$ cat config.mk
export PLATFORM = sky130hd
export DESIGN_NAME = pc_fetch_ctrl
export DESIGN_NICKNAME = d
export VERILOG_FILES = /design/src/rtl/fetch_pkg.sv /design/src/rtl/fetch_wait_timer.sv /design/src/rtl/pc_fetch_ctrl.sv
export SDC_FILE = /design/constraint.sdc
export NUM_CORES = 1
export LEC_CHECK = 0
export ABC_AREA = 1
export CORE_AREA = 2 2 86 88
export CTS_CLUSTER_DIAMETER = 40
export CTS_CLUSTER_SIZE = 24
export DETAILED_ROUTE_END_ITERATION = 8
export DIE_AREA = 0 0 88 90
export PLACE_DENSITY_LB_ADDON = 0.08
export SYNTH_ARGS = -nofsm -noshare
export SYNTH_HDL_FRONTEND = slang
export SYNTH_HIERARCHICAL = 1
export SYNTH_SLANG_ARGS = --single-unit
$ cat constraint.sdc
create_clock -name CLK -period 2.1 [get_ports CLK]
set_input_delay 0.21 -clock CLK [delete_from_list [all_inputs] [get_ports CLK]]
set_output_delay 0.21 -clock CLK [all_outputs]
set_load 0.1 [all_outputs]
$ cat src/rtl/fetch_pkg.sv
// Shared types and constants for the fetch-stage controller.
package fetch_pkg;

  typedef enum logic [2:0] {
    BOOT  = 3'd0,
    FETCH = 3'd1,
    WAIT  = 3'd2,
    DRAIN = 3'd3,
    HALT  = 3'd4
  } fetch_state_t;

  localparam int         INSTR_BYTES   = 4;
  // Low PC bits that must be zero for a word-aligned fetch address.
  localparam logic [1:0] PC_ALIGN_MASK = 2'b11;

endpackage

$ cat src/rtl/fetch_wait_timer.sv
// Saturating count of consecutive not-ready memory cycles; expired once MAX_WAIT is reached.
module fetch_wait_timer #(
  parameter int MAX_WAIT = 15
) (
  input  logic CLK,
  input  logic RESET,
  input  logic clear,
  input  logic enable,
  output logic expired
);

  localparam int CW = $clog2(MAX_WAIT + 1);
  localparam logic [CW-1:0] MAX_CNT = CW'(MAX_WAIT);

  logic [CW-1:0] count_reg;

  always_ff @(posedge CLK) begin
    if (RESET || clear) begin
      count_reg <= '0;
    end else if (enable && (count_reg != MAX_CNT)) begin
      count_reg <= count_reg + 1'b1;
    end
  end

  assign expired = (count_reg == MAX_CNT);

endmodule

$ cat src/rtl/pc_fetch_ctrl.sv
// Fetch-stage controller: drives the PC register's next value and stall around a
// variable-latency instruction memory, branch redirects and hazard stalls.
module pc_fetch_ctrl
  import fetch_pkg::*;
#(
  parameter int              SIZE      = 32,
  parameter logic [SIZE-1:0] BOOT_ADDR = '0,
  parameter int              MAX_WAIT  = 15
) (
  input  logic            CLK,
  input  logic            RESET,
  input  logic [SIZE-1:0] PCF,
  input  logic            StallHaz,
  input  logic            BranchTakenE,
  input  logic [SIZE-1:0] BranchTargetE,
  input  logic            ImemReady,
  output logic            ImemReq,
  output logic [SIZE-1:0] ImemAddr,
  output logic [SIZE-1:0] PCNext,
  output logic            StallF,
  output logic            FlushD,
  output logic            InstrValidF,
  output logic            FetchTimeout
);

  fetch_state_t    state_reg, state_next;
  logic            timeout_reg;
  logic            timeout_set;
  logic            timer_clear, timer_enable, timer_expired;
  logic [SIZE-1:0] pc_inc, pc_target;

  assign pc_inc    = PCF + SIZE'(INSTR_BYTES);
  assign pc_target = BranchTargetE & ~{{(SIZE-2){1'b0}}, PC_ALIGN_MASK};
  assign ImemAddr  = PCF;

  fetch_wait_timer #(.MAX_WAIT(MAX_WAIT)) u_timer (
    .CLK     (CLK),
    .RESET   (RESET),
    .clear   (timer_clear),
    .enable  (timer_enable),
    .expired (timer_expired)
  );

  always_ff @(posedge CLK) begin
    if (RESET) begin
      state_reg   <= BOOT;
      timeout_reg <= 1'b0;
    end else begin
      state_reg <= state_next;
      if (timeout_set) timeout_reg <= 1'b1;
    end
  end

  assign FetchTimeout = timeout_reg;

  always_comb begin
    state_next   = state_reg;
    PCNext       = PCF;
    StallF       = 1'b0;
    FlushD       = 1'b0;
    ImemReq      = 1'b0;
    InstrValidF  = 1'b0;
    timer_clear  = 1'b0;
    timer_enable = 1'b0;
    timeout_set  = 1'b0;
    if (RESET) begin
      state_next  = BOOT;
      PCNext      = BOOT_ADDR;
      FlushD      = 1'b1;
      timer_clear = 1'b1;
    end else begin
      case (state_reg)
        BOOT: begin
          PCNext      = BOOT_ADDR;
          FlushD      = 1'b1;
          timer_clear = 1'b1;
          state_next  = FETCH;
        end
        FETCH: begin
          ImemReq = 1'b1;
          if (BranchTakenE) begin
            PCNext = pc_target;
            FlushD = 1'b1;
          end else if (StallHaz) begin
            StallF = 1'b1;
          end else if (ImemReady) begin
            PCNext      = pc_inc;
            InstrValidF = 1'b1;
          end else begin
            StallF      = 1'b1;
            timer_clear = 1'b1;
            state_next  = WAIT;
          end
        end
        WAIT: begin
          ImemReq = 1'b1;
          StallF  = 1'b1;
          if (BranchTakenE) begin
            // The response still in flight belongs to the wrong path; drop it in DRAIN.
            PCNext      = pc_target;
            StallF      = 1'b0;
            FlushD      = 1'b1;
            ImemReq     = 1'b0;
            timer_clear = 1'b1;
            state_next  = DRAIN;
          end else if (ImemReady) begin
            state_next = FETCH;
            if (!StallHaz) begin
              PCNext      = pc_inc;
              StallF      = 1'b0;
              InstrValidF = 1'b1;
            end
          end else if (timer_expired) begin
            timeout_set = 1'b1;
            state_next  = HALT;
          end else begin
            timer_enable = 1'b1;
          end
        end
        DRAIN: begin
          StallF = 1'b1;
          FlushD = 1'b1;
          if (BranchTakenE) begin
            PCNext = pc_target;
            StallF = 1'b0;
          end
          if (!ImemReady) begin
            if (timer_expired) begin
              timeout_set = 1'b1;
              state_next  = HALT;
            end else begin
              timer_enable = 1'b1;
            end
          end else if (!BranchTakenE) begin
            state_next = FETCH;
          end
        end
        HALT: begin
          StallF = 1'b1;
          FlushD = 1'b1;
        end
        default: begin
          state_next = BOOT;
        end
      endcase
    end
  end

endmodule

Word level (Yosys, flattened, before mapping)
Index checks and enable logic that the tools add are counted.
{"block": "word_totals", "register_bits": 8, "inputBits": 69, "output_inout_bits": 69, "word_cells": 76}
{"block": "op_classes", "n_mux": 54, "bitwise": 1, "n_reduce_logical": 6, "addsub": 2, "eq_ne": 10}
{"cell": "32-bit 2-to-1 mux", "count": 8}
{"cell": "32-bit one-hot mux with 4 select lines", "count": 1}
{"cell": "32-bit by 3-bit adder with 32-bit output (second input constant)", "count": 1}
{"cell": "1-bit 2-to-1 mux", "count": 29}
{"cell": "3-bit 2-to-1 mux", "count": 8}
{"cell": "3-bit one-hot mux with 5 select lines", "count": 1}
{"cell": "1-bit one-hot mux with 2 select lines", "count": 5}
{"cell": "3-bit by 2-bit == test with 1-bit output (second input constant)", "count": 2}
{"cell": "2-bit != test (second input constant)", "count": 3}
{"cell": "5-bit AND reduction", "count": 1}
{"cell": "4-bit by 1-bit adder with 4-bit output (second input constant)", "count": 1}
{"cell": "4-bit == test (second input constant)", "count": 1}
{"cell": "4-bit != test (second input constant)", "count": 1}
{"cell": "1-bit one-hot mux with 4 select lines", "count": 1}
{"cell": "3-bit by 1-bit == test with 1-bit output (second input constant)", "count": 1}
{"cell": "3-bit == test (second input constant)", "count": 1}
{"cell": "3-bit zero test", "count": 1}
{"cell": "3-bit != test (second input constant)", "count": 1}
{"cell": "1-bit one-hot mux with 3 select lines", "count": 1}
{"cell": "3-bit OR reduction", "count": 1}
{"cell": "2-bit OR reduction", "count": 1}
{"cell": "1-bit logical AND", "count": 1}
{"cell": "1-bit logical OR", "count": 1}
{"cell": "1-bit NOT", "count": 1}

Depth between registers and ports, before layout
Gate-level depths: netlist (run 1).
{"block": "logic_depth", "ltp_word": 7, "ltp_mapped": 11, "mapped_depth_nobuf": 11}

Hierarchy
Netlist (run 1), hierarchy kept.
{"mod": "pc_fetch_ctrl", "cells_each": 520, "seq_area_each_um2": 80.1, "area_each_um2": 2633.8, "n_inst": 1}
{"mod": "fetch_wait_timer", "cells_each": 29, "seq_area_each_um2": 80.1, "area_each_um2": 200.2, "n_inst": 1}

Worst setup path before layout (run 1)
Ideal clock, no wire load.
{"block": "synth_path", "path_type": "reg-to-output", "startpoint": "register state_reg[2]", "endpoint": "output PCNext[7]", "t_required_ns": 1.890, "slack_ns": -1.418, "path_stages_with_launch": 5, "path_buffers": 2, "t_arrival_ns": 3.308, "path_cell_list": "dfxtp_1 > inv_2 > buf_2 > clkbuf_1 > a311oi_1"}
{"block": "synth_between", "elab_chain_cells": 3, "word_cells_on_any_way": 6, "classes_between": "eq/ne (3); mux (2); reduce/logical (1)"}
{"element": "from (decl)", "line": "pc_fetch_ctrl.sv:26", "source": "fetch_state_t state_reg, state_next;"}
{"element": "from (signal assigned)", "line": "pc_fetch_ctrl.sv:49", "source": "state_reg <= state_next;"}
{"element": "3-bit by 2-bit == test with 1-bit output (tied with other cells)", "line": "pc_fetch_ctrl.sv:72", "source": "case (state_reg)"}
{"element": "32-bit one-hot mux with 4 select lines (*)", "line": "pc_fetch_ctrl.sv:72"}
{"element": "32-bit 2-to-1 mux (*)", "line": "pc_fetch_ctrl.sv:66", "source": "if (RESET) begin"}
{"element": "to (decl)", "line": "pc_fetch_ctrl.sv:19", "source": "output logic [SIZE-1:0] PCNext,"}
Mark *: on every way between the ends. The rest lies on a longest branch, timed or not.

Worst setup path in the final report (run 1)
{"block": "layout_path", "startpoint": "input PCF[10]", "endpoint": "output PCNext[16]"}
{"block": "layout_between", "elab_chain_cells": 6, "word_cells_on_any_way": 9, "classes_between": "add/sub (1); mux (8)"}
{"element": "from (decl)", "line": "pc_fetch_ctrl.sv:12", "source": "input logic [SIZE-1:0] PCF,"}
{"element": "32-bit by 3-bit adder with 32-bit output (*)", "line": "pc_fetch_ctrl.sv:32", "source": "assign pc_inc = PCF + SIZE'(INSTR_BYTES);"}
{"element": "32-bit 2-to-1 mux (on tied branches)", "line": "pc_fetch_ctrl.sv:108, pc_fetch_ctrl.sv:86"}
{"element": "32-bit 2-to-1 mux (on tied branches)", "line": "pc_fetch_ctrl.sv:106, pc_fetch_ctrl.sv:84"}
{"element": "32-bit 2-to-1 mux (on tied branches)", "line": "pc_fetch_ctrl.sv:98, pc_fetch_ctrl.sv:81"}
{"element": "32-bit one-hot mux with 4 select lines (*)", "line": "pc_fetch_ctrl.sv:72"}
{"element": "32-bit 2-to-1 mux (*)", "line": "pc_fetch_ctrl.sv:66"}
Marks and branches as above.

==> impl_metrics.ini, run 1 <==
[floorplan]
dieArea_um2 = 7920
row_count = 31
die_h_um = 90
core-area_um2 = 7020
die_x_um = 88
start_util = 0.404
pin_count = 138

[drt]
wirelength_mm = 13.5
wl_met3_mm = 1.12
routed-wl-met2_mm = 6.81
drc = 0
first_pass_iters = 5
top_layer = met4
wl_met1_mm = 5.06
wire_per_inst_um = 16.3
dr.first_iter.drc_count = 406
vias = 4707
postRouteAntennaNets = 0
avgViaCountPerCell = 5.66

[power_and_ir_drop]
clkPwrFrac = 0.045
power_mw = 4.05
power_leakage_nw = 2.67
p_switching_mw = 2.45
p_int_mw = 1.60
seq_power_share = 0.046
vdd_drop_max_v = 0.000758
power_density_nw_per_um2 = 674
swShare = 0.605
comb_power_share = 0.909

[cells_and_area]
largest_register_ffs = 4
syn_to_final_growth_pct = 112
final_cell_mix = buf_4 (98), nand2_1 (92), buf_12 (68)
nFillCells = 429
num_antenna_cells = 0
layout_commonest_cell = buf_4
fin_util = 0.856
layout.nets = 805
drive_gt1_frac = 0.417
regArea_um2 = 164
multi_input_area_um2 = 2660

[setup_path]
critPathKind = in -> out
reg2reg_slack_ns = 0.27
path_cells = clkdlybuf4s15_1 -> nand2_1 -> nor2_2 -> buf_4 -> nand4_1 -> o21ai_0 -> nand3_1 -> nand2_1 -> a21oi_4 -> buf_12
cpMostUsedCell = nand2_1
crit_slowest_cell = clkdlybuf4s15_1
path_max_fanout = 5
r2r_end = u_timer/count_reg[0]
rr_worst_depth = 10
startpoint_type = input port
slowest_delay_ns = 0.31
critPathTopFamily = simple AND/OR/NAND/NOR gates
arrival_ns = 1.87
worstPathRequired_ns = 1.89
r2r-start = u_timer/count_reg[0]
crit_start = PCF[10]
crit_path_end_kind = output port
worst-path-stages = 10
crit_end = PCNext[16]
crit_buf_inv = 3

[synthesis]
yosysTopAreaCellShare = 0.143
synth_nets = 620
synth_cell_types = 40
syn_area_per_cell_um2 = 5.16
synth_top_area_cell = nand2_1
synthTopCellsByArea = nand2_1 (14%), a21oi_1 (11%), nor2_1 (10%)
yosysWarnings = 6
netlist_instances = 549
synth-seq-cells = 8
synth_area_um2 = 2830
ys_seq_area_frac = 0.0565

[global_route]
antenna_found_initial = 0
grtUsageTotal = 0.325
grt_pass1_wl_mm = 21.3
overflow = 0
grt_max_degree = 29
grt_pass1_vias = 4646

[min_path]
hp-class = in -> reg

[cts]
path_clk_slew_ns = 0.04
cts_tree = yes
cts-hold-fix-buffers = 0
cts_buffers = 3
cts_root_buf = clkbuf_8
ctsHtreeMaxLevel = 1
cts.sinks = 8
clk_latency_ns = 0.23
clk_path_buf_depth = 2

[sta]
slew_viol_final = 0
period_needed_ns = 2.08
tightest_slew_ns = 0.431
setup_viol = 0
finalCritPeriodShare = 0.990
fin_skew_ns = 0.00487
setup_slack_ns = 0.0217
rsz0062_at_grt = true
slew_headroom = 0.712
hold_violations = 0
fmax_mhz = 481

[place]
dp_hpwl_mm = 10.2
place.gp.congestion = 0.974
port-buffer-count = 135
place_ws_ns = -0.272

[status]
outcome = finished clean

[run]
drv_cap = 0
-- synth_stat cells (all sizes together) --
library cell / number
a21o: 1
xnor2: 1
a31oi: 1
o22ai: 1
or2: 4
o211ai: 7
ha: 2
o31ai: 1
xor2: 1
nand4: 15
nand2: 114
a311oi: 1
o21ai: 50
o2111ai: 1
a211oi: 7
nand3b: 2
clkinv: 1
nor4: 1
or4: 1
nor3: 4
a21oi: 64
buf: 43
clkbuf: 11
and2: 1
dfxtp: 8
inv: 67
nand3: 36
nor2: 94
o32ai: 1
o221ai: 8
-- cells by family (layout without fill, tap and decap cells) --
logic type	Yosys count	in the layout	synth area share
flip-flops	8	8	0.0565
buffers and inverters	122	305	0.212
adder cells (fa/ha/maj)	2	2	0.00883
AND/OR/NAND/NOR	272	272	0.434
AO/OA/AOI/OAI	143	143	0.282
XOR/XNOR	2	2	0.00618
-- worst min-delay path by stage --
| stage | startpoint | to | slack [ns] | cells after the start |
|---|---|---|---|---|
| final | ImemReady | state_reg[2] | 0.44 | 4 |
| after global routing | ImemReady | FetchTimeout | 0.51 | 4 |
| after CTS | FetchTimeout | FetchTimeout | 0.50 | 2 |
| after detailed placement | FetchTimeout | FetchTimeout | 0.48 | 2 |
| after global placement | FetchTimeout | FetchTimeout | 0.47 | 2 |
| after floorplan | RESET | state_reg[0] | 0.28 | 1 |
-- layer usage --
metal | up-vias | global-route usage
li1 | 2171 | -
met1 | 2147 | 0.391
met2 | 320 | 0.574
met3 | 69 | 0.0404
met4 | 0 | 0.122
met5 | - | 0
-- worst min-delay path, delay by kind of cell --
| family | cells | cell delay (ns) |
|---|---|---|
| AO/OA/AOI/OAI | 1 | 0.14 |
| buffers and inverters | 2 | 0.21 |
| AND/OR/NAND/NOR | 1 | 0.08 |
-- power groups by stage --
stage | logic (mW) | clock network, mW | registers (mW)
final | 3.68 | 0.181 | 0.186
after global routing | 3.83 | 0.195 | 0.187
after CTS | 3.56 | 0.184 | 0.182
after detailed placement | 3.53 | 0 | 0.183
after global placement | 3.48 | 0 | 0.182
after floorplan | 2.28 | 0 | 0.179
-- final cells by class --
type / count / area share
repair buffers: 234 / 0.460
multi-input cells: 419 / 0.442
inverters: 68 / 0.0435
flip-flops and latches: 8 / 0.0273
well taps: 99 / 0.0206
clock buffers: 3 / 0.00687
-- per-stage QoR --
stage	setup TNS (ns)	area (µm²)	cells	hold slack [ns]
finish	0	6010	831	0.443
global route	-0.197	6010	831	0.510
CTS	-0.0881	5820	828	0.499
detailed placement	-5.09	5650	820	0.485
global placement	-3.73	5650	820	0.474
floorplan	-0.507	3180	549	0.279
-- what timing repair did --
action / CTS / global route
resized for setup: 59 / 69
pin swaps: 20 / 30
setup endpoints to repair: 32 / 29
buffers inserted: 5 / 3
(Power assumes the default switching activity.)
==> run 2: changes to the inputs <==
--- a/config.mk
+++ b/config.mk
@@ -12,6 +12,7 @@
 export DETAILED_ROUTE_END_ITERATION = 8
 export DIE_AREA = 0 0 88 90
 export PLACE_DENSITY_LB_ADDON = 0.08
+export SLEW_MARGIN = 20
 export SYNTH_ARGS = -nofsm -noshare
 export SYNTH_HDL_FRONTEND = slang
 export SYNTH_HIERARCHICAL = 1
==> results of run 2 <==
No change in the layout: final DEF, timing and power equal those of run 1.
==> run 3: changes to the inputs <==
--- a/config.mk
+++ b/config.mk
@@ -6,11 +6,11 @@
 export NUM_CORES = 1
 export LEC_CHECK = 0
 export ABC_AREA = 1
-export CORE_AREA = 2 2 86 88
+export CORE_AREA = 2 2 110 112
 export CTS_CLUSTER_DIAMETER = 40
 export CTS_CLUSTER_SIZE = 24
 export DETAILED_ROUTE_END_ITERATION = 8
-export DIE_AREA = 0 0 88 90
+export DIE_AREA = 0 0 112 114
 export PLACE_DENSITY_LB_ADDON = 0.08
 export SLEW_MARGIN = 20
 export SYNTH_ARGS = -nofsm -noshare
==> impl_metrics.ini, run 3 (synthesis results as in run 1) <==
[cts]
cts_buffers = 3
cts-hold-fix-buffers = 0
ctsHtreeMaxLevel = 1
clk_latency_ns = 0.23
path_clk_slew_ns = 0.03
cts_tree = yes
cts.sinks = 8
cts_root_buf = clkbuf_16
clk_path_buf_depth = 2

[floorplan]
die_x_um = 112
die_h_um = 114
dieArea_um2 = 12800
pin_count = 138
start_util = 0.242
core-area_um2 = 11700
row_count = 40

[setup_path]
crit_path_end_kind = output port
path_max_fanout = 5
critPathKind = in -> out
reg2reg_slack_ns = 0.41
path_cells = clkdlybuf4s15_2 -> ha_4 -> nand2_2 -> nor2_4 -> nand2_4 -> nor3_4 -> buf_6 -> o21ai_1 -> a21o_1 -> a21oi_4 -> buf_12
slowest_delay_ns = 0.21
crit_slowest_cell = clkdlybuf4s15_2
rr_worst_depth = 9
arrival_ns = 1.82
worstPathRequired_ns = 1.89
startpoint_type = input port
r2r-start = state_reg[0]
r2r_end = u_timer/count_reg[1]

[min_path]
hp-start = FetchTimeout
whs_endpoint = FetchTimeout
hp-class = reg -> reg
hold_depth = 2

[cells_and_area]
fin_util = 0.526
stdcell_area_um2 = 6170
final_cell_mix = buf_4 (106), nand2_1 (91), buf_12 (69)
layout_commonest_cell = buf_4
drive_gt1_frac = 0.428
layout.nets = 816
largest_register_ffs = 4
num_antenna_cells = 0
syn_to_final_growth_pct = 118

[drt]
vias = 4351
wirelength_mm = 13.1
wire_per_inst_um = 14.7
avgViaCountPerCell = 4.89
drc = 0
dr.first_iter.drc_count = 221
first_pass_iters = 7
postRouteAntennaNets = 0

[global_route]
use_met3 = 0.0213
grt_max_degree = 27
grt_pass1_vias = 4428
grtUsageTotal = 0.201
antenna_found_initial = 0
overflow = 0
grt_use_met2 = 0.378
grt_pass1_wl_mm = 21.4
use_met1 = 0.258
top_usage_layer = met2

[run]
drv_cap = 0

[sta]
slew_viol_final = 0
fmax_mhz = 493
fin_skew_ns = 0.000337
rsz0062_at_grt = true
setup_viol = 0
tightest_slew_ns = 0.407
finalCritPeriodShare = 0.967
setup_slack_ns = 0.0701
slew_headroom = 0.729
fin_tns_setup_ns = 0
hold_violations = 0
period_needed_ns = 2.03

[power_and_ir_drop]
power_density_nw_per_um2 = 678
vdd_drop_max_v = 0.000540
power_leakage_nw = 2.73

[place]
place_area_um2 = 5800
place.gp.congestion = 0.862
dp_hpwl_mm = 10.7
port-buffer-count = 135
place_ws_ns = -0.302

[status]
outcome = finished clean
## run 3: cell type report
class	instances	area, µm²
inverter	68	259
multi-input combinational	419	2630
clock buffer	3	75.1
fill	1197	5550
tap	147	184
timing repair buffer	245	2850
sequential	8	166
## run 3: what timing repair did
item,CTS,global route
pin swaps,24,22
gates resized for setup,68,62
setup endpoints to repair,32,28
buffers inserted,7,4
## run 3: report_power, final
part           switching, mW  internal [mW]  leakage (nW)
clock                 0.0691          0.245        0.0370
sequential            0.0157          0.168        0.0663
combinational           2.34           1.34          2.62
## run 3: per-stage QoR
stage | power (mW) | cells | hold WS [ns]
2_1_floorplan | 2.46 | 549 | 0.279
3_3_place_gp | 3.73 | 876 | 0.475
3_5_place_dp | 3.75 | 876 | 0.477
4_1_cts | 4.16 | 886 | 0.490
5_1_grt | 4.38 | 890 | 0.552
6_report | 4.18 | 890 | 0.489
## run 3: metal layers
layer / part of all wire / wire (µm)
met1: 0.43 / 5600
met2: 0.51 / 6750
met3: 0.052 / 679
met4: 0.0064 / 84
met5: 0 / 0
## run 3: worst max path at each step
stage	start	to	slack, ns	cells after the start
4_1_cts	state_reg[0]	PCNext[24]	-0.02	8
5_1_grt	state_reg[1]	PCNext[31]	-0.02	10
3_5_place_dp	PCF[3]	PCNext[24]	-0.30	11
6_report	PCF[2]	PCNext[12]	0.07	11
3_3_place_gp	PCF[2]	PCNext[23]	-0.24	13
2_1_floorplan	state_reg[2]	PCNext[7]	-0.42	6
## run 3: critical path, delay by kind of cell
kind / cells / cell delay, ns
AND/OR/NAND/NOR: 4 / 0.54
buffers and inverters: 3 / 0.53
AO/OA/AOI/OAI: 3 / 0.39
adder cells (fa/ha/maj): 1 / 0.14
